`src/rtl/id_ex_stage_if.sv`:
```
// ID/EX stage bus: decoded ID fields, stage control,
// MEM/WB forwarding sources and the EX-side operands.
interface id_ex_stage_if #(
  parameter int WIDTH_DATA_LENGTH   = 32,
  parameter int WIDTH_ALUSEL_LENGTH = 4,
  parameter int WIDTH_REG_ADDR      = 5
);
  localparam int DW = WIDTH_DATA_LENGTH;
  localparam int SW = WIDTH_ALUSEL_LENGTH;
  localparam int AW = WIDTH_REG_ADDR;

  logic          ID_Valid;
  logic [DW-1:0] ID_PC;
  logic [DW-1:0] ID_Rs1Data;
  logic [DW-1:0] ID_Rs2Data;
  logic [DW-1:0] ID_Imm;
  logic [AW-1:0] ID_Rs1Addr;
  logic [AW-1:0] ID_Rs2Addr;
  logic [AW-1:0] ID_RdAddr;
  logic          ID_UsesRs1;
  logic          ID_UsesRs2;
  logic [SW-1:0] ID_ALUSel;
  logic          ID_ASel;
  logic          ID_BSel;
  logic          ID_RegWEn;
  logic          ID_MemRead;
  logic          ID_MemWrite;

  logic          Stall;
  logic          Flush;

  logic          MEM_Valid;
  logic          MEM_RegWEn;
  logic [AW-1:0] MEM_RdAddr;
  logic [DW-1:0] MEM_ALUResult;

  logic          WB_Valid;
  logic          WB_RegWEn;
  logic [AW-1:0] WB_RdAddr;
  logic [DW-1:0] WB_Data;

  logic [DW-1:0] DataA;
  logic [DW-1:0] DataB;
  logic [SW-1:0] ALUSel;
  logic [DW-1:0] StoreData;
  logic [DW-1:0] EX_PC;
  logic [AW-1:0] EX_RdAddr;
  logic          EX_Valid;
  logic          EX_RegWEn;
  logic          EX_MemRead;
  logic          EX_MemWrite;
  logic          LoadUseHazard;

  modport master (
    output ID_Valid, ID_PC,
    output ID_Rs1Data, ID_Rs2Data, ID_Imm,
    output ID_Rs1Addr, ID_Rs2Addr, ID_RdAddr,
    output ID_UsesRs1, ID_UsesRs2,
    output ID_ALUSel, ID_ASel, ID_BSel,
    output ID_RegWEn, ID_MemRead, ID_MemWrite,
    output Stall, Flush,
    output MEM_Valid, MEM_RegWEn,
    output MEM_RdAddr, MEM_ALUResult,
    output WB_Valid, WB_RegWEn,
    output WB_RdAddr, WB_Data,
    input  DataA, DataB, ALUSel, StoreData,
    input  EX_PC, EX_RdAddr, EX_Valid,
    input  EX_RegWEn, EX_MemRead, EX_MemWrite,
    input  LoadUseHazard
  );

  modport slave (
    input  ID_Valid, ID_PC,
    input  ID_Rs1Data, ID_Rs2Data, ID_Imm,
    input  ID_Rs1Addr, ID_Rs2Addr, ID_RdAddr,
    input  ID_UsesRs1, ID_UsesRs2,
    input  ID_ALUSel, ID_ASel, ID_BSel,
    input  ID_RegWEn, ID_MemRead, ID_MemWrite,
    input  Stall, Flush,
    input  MEM_Valid, MEM_RegWEn,
    input  MEM_RdAddr, MEM_ALUResult,
    input  WB_Valid, WB_RegWEn,
    input  WB_RdAddr, WB_Data,
    output DataA, DataB, ALUSel, StoreData,
    output EX_PC, EX_RdAddr, EX_Valid,
    output EX_RegWEn, EX_MemRead, EX_MemWrite,
    output LoadUseHazard
  );
endinterface

```
`src/rtl/id_ex_stage.sv`:
```
// ID/EX pipeline register with MEM/WB forwarding,
// load-use bubble insertion and stall/flush control.
module id_ex_stage #(
  parameter int WIDTH_DATA_LENGTH   = 32,
  parameter int WIDTH_ALUSEL_LENGTH = 4,
  parameter int WIDTH_REG_ADDR      = 5
) (
  input logic           clk,
  input logic           rst,
  id_ex_stage_if.slave  bus
);
  localparam int DW = WIDTH_DATA_LENGTH;
  localparam int SW = WIDTH_ALUSEL_LENGTH;
  localparam int AW = WIDTH_REG_ADDR;

  typedef struct packed {
    logic          valid;
    logic [DW-1:0] pc;
    logic [DW-1:0] rs1data;
    logic [DW-1:0] rs2data;
    logic [DW-1:0] imm;
    logic [AW-1:0] rs1addr;
    logic [AW-1:0] rs2addr;
    logic [AW-1:0] rdaddr;
    logic [SW-1:0] alusel;
    logic          asel;
    logic          bsel;
    logic          regwen;
    logic          memread;
    logic          memwrite;
  } ex_t;

  ex_t ex;
  ex_t cap;

  logic          mem_hit1, mem_hit2;
  logic          wb_hit1, wb_hit2;
  logic          wt1, wt2;
  logic [DW-1:0] rs1fwd, rs2fwd;
  logic          dep1, dep2;
  logic          luh;

  function automatic logic hit(
    input logic          v,
    input logic          we,
    input logic [AW-1:0] rd,
    input logic [AW-1:0] rs
  );
    return v & we & (rd != '0) & (rd == rs);
  endfunction

  assign mem_hit1 = hit(bus.MEM_Valid,
                        bus.MEM_RegWEn,
                        bus.MEM_RdAddr,
                        ex.rs1addr);
  assign mem_hit2 = hit(bus.MEM_Valid,
                        bus.MEM_RegWEn,
                        bus.MEM_RdAddr,
                        ex.rs2addr);
  assign wb_hit1  = hit(bus.WB_Valid,
                        bus.WB_RegWEn,
                        bus.WB_RdAddr,
                        ex.rs1addr);
  assign wb_hit2  = hit(bus.WB_Valid,
                        bus.WB_RegWEn,
                        bus.WB_RdAddr,
                        ex.rs2addr);

  // Same-cycle RF write/read: WB data bypasses the ID read.
  assign wt1 = hit(bus.WB_Valid,
                   bus.WB_RegWEn,
                   bus.WB_RdAddr,
                   bus.ID_Rs1Addr);
  assign wt2 = hit(bus.WB_Valid,
                   bus.WB_RegWEn,
                   bus.WB_RdAddr,
                   bus.ID_Rs2Addr);

  always_comb begin
    rs1fwd = ex.rs1data;
    if (mem_hit1)
      rs1fwd = bus.MEM_ALUResult;
    else if (wb_hit1)
      rs1fwd = bus.WB_Data;
  end

  always_comb begin
    rs2fwd = ex.rs2data;
    if (mem_hit2)
      rs2fwd = bus.MEM_ALUResult;
    else if (wb_hit2)
      rs2fwd = bus.WB_Data;
  end

  assign dep1 = bus.ID_UsesRs1 &
                (bus.ID_Rs1Addr == ex.rdaddr);
  assign dep2 = bus.ID_UsesRs2 &
                (bus.ID_Rs2Addr == ex.rdaddr);

  assign luh = ~bus.Flush
             & bus.ID_Valid
             & ex.valid
             & ex.memread
             & (ex.rdaddr != '0)
             & (dep1 | dep2);

  always_comb begin
    cap          = '0;
    cap.valid    = bus.ID_Valid;
    cap.pc       = bus.ID_PC;
    cap.rs1data  = wt1 ? bus.WB_Data
                       : bus.ID_Rs1Data;
    cap.rs2data  = wt2 ? bus.WB_Data
                       : bus.ID_Rs2Data;
    cap.imm      = bus.ID_Imm;
    cap.rs1addr  = bus.ID_Rs1Addr;
    cap.rs2addr  = bus.ID_Rs2Addr;
    cap.rdaddr   = bus.ID_RdAddr;
    cap.alusel   = bus.ID_ALUSel;
    cap.asel     = bus.ID_ASel;
    cap.bsel     = bus.ID_BSel;
    cap.regwen   = bus.ID_RegWEn;
    cap.memread  = bus.ID_MemRead;
    cap.memwrite = bus.ID_MemWrite;
  end

  // A held instruction refreshes its operands so a
  // producer retiring from WB mid-stall is not lost.
  always_ff @(posedge clk) begin
    if (rst) begin
      ex <= '0;
    end else if (bus.Flush) begin
      ex.valid    <= 1'b0;
      ex.regwen   <= 1'b0;
      ex.memread  <= 1'b0;
      ex.memwrite <= 1'b0;
    end else if (bus.Stall) begin
      ex.rs1data  <= rs1fwd;
      ex.rs2data  <= rs2fwd;
    end else if (luh) begin
      ex.valid    <= 1'b0;
      ex.regwen   <= 1'b0;
      ex.memread  <= 1'b0;
      ex.memwrite <= 1'b0;
    end else begin
      ex <= cap;
    end
  end

  assign bus.DataA = ex.asel ? ex.pc : rs1fwd;
  assign bus.DataB = ex.bsel ? ex.imm : rs2fwd;
  assign bus.StoreData     = rs2fwd;
  assign bus.ALUSel        = ex.alusel;
  assign bus.EX_PC         = ex.pc;
  assign bus.EX_RdAddr     = ex.rdaddr;
  assign bus.EX_Valid      = ex.valid;
  assign bus.EX_RegWEn     = ex.regwen;
  assign bus.EX_MemRead    = ex.memread;
  assign bus.EX_MemWrite   = ex.memwrite;
  assign bus.LoadUseHazard = luh;

endmodule

```
`src/flat_wrapper.sv`:
```
// flat-port wrapper written by rule: the top's interface ports become plain ports
module id_ex_stage_flat 
#(
  parameter int WIDTH_DATA_LENGTH   = 32,
  parameter int WIDTH_ALUSEL_LENGTH = 4,
  parameter int WIDTH_REG_ADDR      = 5
)
  (clk, rst, bus_ID_Valid, bus_ID_PC, bus_ID_Rs1Data, bus_ID_Rs2Data, bus_ID_Imm, bus_ID_Rs1Addr, bus_ID_Rs2Addr, bus_ID_RdAddr, bus_ID_UsesRs1, bus_ID_UsesRs2, bus_ID_ALUSel, bus_ID_ASel, bus_ID_BSel, bus_ID_RegWEn, bus_ID_MemRead, bus_ID_MemWrite, bus_Stall, bus_Flush, bus_MEM_Valid, bus_MEM_RegWEn, bus_MEM_RdAddr, bus_MEM_ALUResult, bus_WB_Valid, bus_WB_RegWEn, bus_WB_RdAddr, bus_WB_Data, bus_DataA, bus_DataB, bus_ALUSel, bus_StoreData, bus_EX_PC, bus_EX_RdAddr, bus_EX_Valid, bus_EX_RegWEn, bus_EX_MemRead, bus_EX_MemWrite, bus_LoadUseHazard);
  id_ex_stage_if #(.WIDTH_DATA_LENGTH(WIDTH_DATA_LENGTH), .WIDTH_ALUSEL_LENGTH(WIDTH_ALUSEL_LENGTH), .WIDTH_REG_ADDR(WIDTH_REG_ADDR)) bus_i ();
  input logic clk;
  input logic rst;
  input wire logic [$bits(bus_i.ID_Valid)-1:0] bus_ID_Valid;
  input wire logic [$bits(bus_i.ID_PC)-1:0] bus_ID_PC;
  input wire logic [$bits(bus_i.ID_Rs1Data)-1:0] bus_ID_Rs1Data;
  input wire logic [$bits(bus_i.ID_Rs2Data)-1:0] bus_ID_Rs2Data;
  input wire logic [$bits(bus_i.ID_Imm)-1:0] bus_ID_Imm;
  input wire logic [$bits(bus_i.ID_Rs1Addr)-1:0] bus_ID_Rs1Addr;
  input wire logic [$bits(bus_i.ID_Rs2Addr)-1:0] bus_ID_Rs2Addr;
  input wire logic [$bits(bus_i.ID_RdAddr)-1:0] bus_ID_RdAddr;
  input wire logic [$bits(bus_i.ID_UsesRs1)-1:0] bus_ID_UsesRs1;
  input wire logic [$bits(bus_i.ID_UsesRs2)-1:0] bus_ID_UsesRs2;
  input wire logic [$bits(bus_i.ID_ALUSel)-1:0] bus_ID_ALUSel;
  input wire logic [$bits(bus_i.ID_ASel)-1:0] bus_ID_ASel;
  input wire logic [$bits(bus_i.ID_BSel)-1:0] bus_ID_BSel;
  input wire logic [$bits(bus_i.ID_RegWEn)-1:0] bus_ID_RegWEn;
  input wire logic [$bits(bus_i.ID_MemRead)-1:0] bus_ID_MemRead;
  input wire logic [$bits(bus_i.ID_MemWrite)-1:0] bus_ID_MemWrite;
  input wire logic [$bits(bus_i.Stall)-1:0] bus_Stall;
  input wire logic [$bits(bus_i.Flush)-1:0] bus_Flush;
  input wire logic [$bits(bus_i.MEM_Valid)-1:0] bus_MEM_Valid;
  input wire logic [$bits(bus_i.MEM_RegWEn)-1:0] bus_MEM_RegWEn;
  input wire logic [$bits(bus_i.MEM_RdAddr)-1:0] bus_MEM_RdAddr;
  input wire logic [$bits(bus_i.MEM_ALUResult)-1:0] bus_MEM_ALUResult;
  input wire logic [$bits(bus_i.WB_Valid)-1:0] bus_WB_Valid;
  input wire logic [$bits(bus_i.WB_RegWEn)-1:0] bus_WB_RegWEn;
  input wire logic [$bits(bus_i.WB_RdAddr)-1:0] bus_WB_RdAddr;
  input wire logic [$bits(bus_i.WB_Data)-1:0] bus_WB_Data;
  output wire logic [$bits(bus_i.DataA)-1:0] bus_DataA;
  output wire logic [$bits(bus_i.DataB)-1:0] bus_DataB;
  output wire logic [$bits(bus_i.ALUSel)-1:0] bus_ALUSel;
  output wire logic [$bits(bus_i.StoreData)-1:0] bus_StoreData;
  output wire logic [$bits(bus_i.EX_PC)-1:0] bus_EX_PC;
  output wire logic [$bits(bus_i.EX_RdAddr)-1:0] bus_EX_RdAddr;
  output wire logic [$bits(bus_i.EX_Valid)-1:0] bus_EX_Valid;
  output wire logic [$bits(bus_i.EX_RegWEn)-1:0] bus_EX_RegWEn;
  output wire logic [$bits(bus_i.EX_MemRead)-1:0] bus_EX_MemRead;
  output wire logic [$bits(bus_i.EX_MemWrite)-1:0] bus_EX_MemWrite;
  output wire logic [$bits(bus_i.LoadUseHazard)-1:0] bus_LoadUseHazard;
  assign bus_i.ID_Valid = bus_ID_Valid;
  assign bus_i.ID_PC = bus_ID_PC;
  assign bus_i.ID_Rs1Data = bus_ID_Rs1Data;
  assign bus_i.ID_Rs2Data = bus_ID_Rs2Data;
  assign bus_i.ID_Imm = bus_ID_Imm;
  assign bus_i.ID_Rs1Addr = bus_ID_Rs1Addr;
  assign bus_i.ID_Rs2Addr = bus_ID_Rs2Addr;
  assign bus_i.ID_RdAddr = bus_ID_RdAddr;
  assign bus_i.ID_UsesRs1 = bus_ID_UsesRs1;
  assign bus_i.ID_UsesRs2 = bus_ID_UsesRs2;
  assign bus_i.ID_ALUSel = bus_ID_ALUSel;
  assign bus_i.ID_ASel = bus_ID_ASel;
  assign bus_i.ID_BSel = bus_ID_BSel;
  assign bus_i.ID_RegWEn = bus_ID_RegWEn;
  assign bus_i.ID_MemRead = bus_ID_MemRead;
  assign bus_i.ID_MemWrite = bus_ID_MemWrite;
  assign bus_i.Stall = bus_Stall;
  assign bus_i.Flush = bus_Flush;
  assign bus_i.MEM_Valid = bus_MEM_Valid;
  assign bus_i.MEM_RegWEn = bus_MEM_RegWEn;
  assign bus_i.MEM_RdAddr = bus_MEM_RdAddr;
  assign bus_i.MEM_ALUResult = bus_MEM_ALUResult;
  assign bus_i.WB_Valid = bus_WB_Valid;
  assign bus_i.WB_RegWEn = bus_WB_RegWEn;
  assign bus_i.WB_RdAddr = bus_WB_RdAddr;
  assign bus_i.WB_Data = bus_WB_Data;
  assign bus_DataA = bus_i.DataA;
  assign bus_DataB = bus_i.DataB;
  assign bus_ALUSel = bus_i.ALUSel;
  assign bus_StoreData = bus_i.StoreData;
  assign bus_EX_PC = bus_i.EX_PC;
  assign bus_EX_RdAddr = bus_i.EX_RdAddr;
  assign bus_EX_Valid = bus_i.EX_Valid;
  assign bus_EX_RegWEn = bus_i.EX_RegWEn;
  assign bus_EX_MemRead = bus_i.EX_MemRead;
  assign bus_EX_MemWrite = bus_i.EX_MemWrite;
  assign bus_LoadUseHazard = bus_i.LoadUseHazard;
  id_ex_stage #(.WIDTH_DATA_LENGTH(WIDTH_DATA_LENGTH), .WIDTH_ALUSEL_LENGTH(WIDTH_ALUSEL_LENGTH), .WIDTH_REG_ADDR(WIDTH_REG_ADDR)) u_core (.clk(clk), .rst(rst), .bus(bus_i));
endmodule
```
`config.mk`:
```
export PLATFORM = sky130hd
export DESIGN_NAME = id_ex_stage_flat
export DESIGN_NICKNAME = d
export VERILOG_FILES = /design/src/rtl/id_ex_stage_if.sv /design/src/rtl/id_ex_stage.sv /design/src/flat_wrapper.sv
export SDC_FILE = /design/constraint.sdc
export NUM_CORES = 1
export LEC_CHECK = 0
export BUFFER_PORTS_ARGS = -buffer_cell sky130_fd_sc_hd__buf_2
export CORE_ASPECT_RATIO = 1.2
export CORE_MARGIN = 2
export CORE_UTILIZATION = 35
export CTS_CLUSTER_SIZE = 14
export DETAILED_ROUTE_END_ITERATION = 16
export GPL_TIMING_DRIVEN = 0
export HOLD_SLACK_MARGIN = 0.12
export PLACE_DENSITY = 0.68
export SYNTH_ARGS = -nofsm -noshare
export SYNTH_HDL_FRONTEND = slang
export SYNTH_SLANG_ARGS = --single-unit
```
`constraint.sdc`:
```
create_clock -name clk -period 5.9 [get_ports clk]
set_input_delay 0.295 -clock clk [delete_from_list [all_inputs] [get_ports clk]]
set_output_delay 0.295 -clock clk [all_outputs]
set_load 0.01 [all_outputs]
```
==> results.yml <==
status:
  status: "completed"
synthesis:
  mean_area_per_synthesized_cell_um2: 8.48
  yosysWarningCount: 0
  synth_largest_type_area_fraction_pct: 30.3
  synth-main-ff-cell: "dfxtp_1"
  synth-async-reset-ratio_pct: 0
  ys_top_cells_by_area: "dfxtp_1, mux2i_1, nor2_1"
  synthesis.nets: 1430
  synth-seq-area-share_pct: 30.3
  netlist-cell-type-count: 43
  synth_area_mm2: 0.0101
  synth_edf_count: 0
  netlist_instances: 1193
  post-synth-top-area-cell: "dfxtp_1"
  synth_seq_cells: 153
placement:
  dpl-instance-area_mm2: 0.0125
  gp_congestion: 0.934
  portBuffers: 370
  place_inst: 1948
  dp.final_hpwl_mm: 34.8
routing:
  detail_route.first_pass.iterations: 7
  remaining_drc_errors: 0
  drt.antenna.violating_nets: 0
  route.vias.total: 11400
  average_wire_per_standard_cell_um: 22.2
  viasPerCell: 5.53
  wirelength_mm: 45.7
  drt_first_iter_violations: 977
clock_tree:
  numClockSinks: 153
  clock_tree.root_cell: "clkbuf_16"
  cts_htree_levels: 4
  clk_pin_slew_ps: 70
  cts_max_path_buffers: 2
  tritoncts: "built"
  cts-buffers-inserted: 17
  clk_latency_ps: 440
timing:
  total_negative_slack_ps: 0
  slew_headroom_pct: 8.12
  worstMarginPinSlew_ps: 1370
  clock.fmax_mhz: 250
  setup_viol_count_final: 0
  final_min_period_over_clock_period_pct: 67.8
  rsz0062_at_grt: "false"
  hold_violations: 0
  finClkSkew_ps: 9.15
  final_max_slew_viol_count: 0
  hold-worst-slack_ps: 123
  fin_crit_ps: 4000
worst_hold_path:
  min_from: "bus_ID_RdAddr[2]"
  hold_path_class: "input pin to flip-flop"
  min_to: "u_core.bus.EX_RdAddr[2]"
  timing.hold.worst_path_depth: 3
finish:
  instances_no_fill: 2064
  fin_area_mm2: 0.0138
  final_util_pct: 48.3
  filler_cell_count: 2824
  design.final.nets: 1892
  drive_above_1_share_pct: 34.3
  final_common_cell: "buf_2"
  syn2layout_area_growth_pct: 36.6
  most-common-layout-cells: "buf_2, dfxtp_1, mux2i_1"
die:
  die_h_um: 190
  rows: 68
  die_x_um: 159
  core-area_mm2: 0.0286
  initial_utilization_pct: 35.4
  num_io_pins: 379
  die-area_mm2: 0.0303
critical_path:
  worst-setup-path-type: "flip-flop to output pin"
  worst_setup_path_end_kind: "output pin"
  critical_path.slowest_cell: "nor4_1"
  critical_path_buf_inv_count: 2
  timing.critical_path.fanout_max: 10
  critical-path-max-stage-delay_ps: 1080
  r2r_start: "u_core.bus.EX_RdAddr[0]"
  timing.critical_path.required_ps: 5610
  cp_top_family: "simple AND/OR/NAND/NOR gates"
  critPathArrivalTime_ps: 3710
  timing.reg2reg.setup_slack_ps: 2740
  rr_worst_depth: 7
  critical_path.cell_chain: "xnor2_1, nand3_1, nor4_1, clkbuf_1, a221o_1, o21ai_0, o21ai_0, buf_2"
  critical_path.reg2reg.endpoint: "u_core.ex[23]"
  timing.critical_path.from_type: "flip-flop"
  critPathMostFrequentCell: "o21ai_0"
pwr:
  cellPowerDensity_mw_per_mm2: 223
  leakage_uw: 0.00583
  peakVddDrop_mv: 0.149
global_routing:
  grt_use_met3_pct: 6.83
  global_route_wire_length_before_repair_mm: 67.2
  use_met1_pct: 33.6
  grt-ovfl-total: 0
  met2_usage_grt_pct: 47.9
  grtUsageTotal_pct: 28.9
  maximum_number_of_pins_on_one_net_before_global_route_repair: 17
  most_utilized_layer_in_the_global_route_result: "met2"
  via_count_of_the_first_global_routing_pass: 11400
  initial_antenna_violation_count: 17
job:
  cap_violations: 0
## routing by layer
layer	vias up	share of wire, %
li1	5296	-
met1	5383	40
met2	569	47
met3	149	6.9
met4	8	6.0
met5	-	0.13
## worst min-delay path, stage by stage
cell and delay, ps:
buf_2 80, mux2i_1 60, nor2_1 80
## stage by stage
stage,setup slack [ps],power [uW]
global placement,2270,1870
floorplan,3440,1570
detailed placement,2310,1880
global route,1800,3190
CTS,2030,3070
finish,1900,3080
## kinds of logic (layout without fill, tap and decap cells)
| kind of cell | after synthesis | count (layout) | synth area share [%] |
|---|---|---|---|
| AO/OA/AOI/OAI | 309 | 309 | 23.4 |
| flip-flops | 153 | 153 | 30.3 |
| AND/OR/NAND/NOR | 343 | 343 | 16.2 |
| multiplexers | 181 | 181 | 18.3 |
| other | 0 | 13 | 0 |
| buffers and inverters | 167 | 640 | 8.41 |
| XOR/XNOR | 40 | 40 | 3.46 |
## worst max-delay path by stage
stage,depth (start not counted),to,start,slack [ps]
after floorplan,9,bus_DataA[12],bus_WB_RdAddr[3],3440
after global placement,9,bus_DataA[12],bus_MEM_RdAddr[0],2270
after detailed placement,9,bus_DataA[12],bus_MEM_RdAddr[0],2310
after CTS,8,bus_DataA[12],u_core.ex[20],2030
after global routing,8,bus_DataA[12],u_core.ex[23],1800
final,8,bus_DataA[12],u_core.ex[20],1900
## registers in the layout (all words and copies together), names as in the netlist
register / flops
u_core.bus.EX_MemRead: 1
u_core.bus.ALUSel: 4
u_core.bus.EX_RdAddr: 5
u_core.bus.EX_RegWEn: 1
u_core.bus.EX_Valid: 1
u_core.bus.EX_MemWrite: 1
u_core.bus.EX_PC: 32
u_core.ex: 108
## power by group
group          total, uW  internal, uW  switching [uW]
clock               1170           684             486
combinational        773           336             437
sequential          1140          1090            42.5
## area by class of cell
type,instances,area (um2),area share [%]
multi-input combinational,873,6210,44.9
sequential,153,3060,22.2
timing repair buffer,443,2580,18.7
buffer,165,843,6.10
tap,385,482,3.49
clock buffer,19,453,3.28
clock inverter,11,148,1.07
antenna,13,32.5,0.235
inverter,2,7.51,0.0543
## what timing repair did
action	in CTS	in global routing
endpoints found under the hold margin	72	1
resized for setup	0	0
hold buffers	72	1
buffers inserted	0	0
## cells in the mapped netlist (5+ instances only)
master / count
a211oi_1: 5
a21o_1: 35
a21oi_1: 66
a221oi_2: 27
a31oi_1: 31
and2_1: 33
buf_2: 29
buf_4: 44
clkbuf_1: 88
dfxtp_1: 153
mux2_2: 32
mux2i_1: 149
nand2_1: 73
nand3_1: 6
nand4_1: 34
nor2_1: 122
nor3_1: 30
nor4_1: 34
o211ai_1: 7
o21ai_0: 37
o221a_2: 26
o31ai_1: 61
xnor2_1: 30
xor2_1: 10
Power figures use the tool's default switching activity.
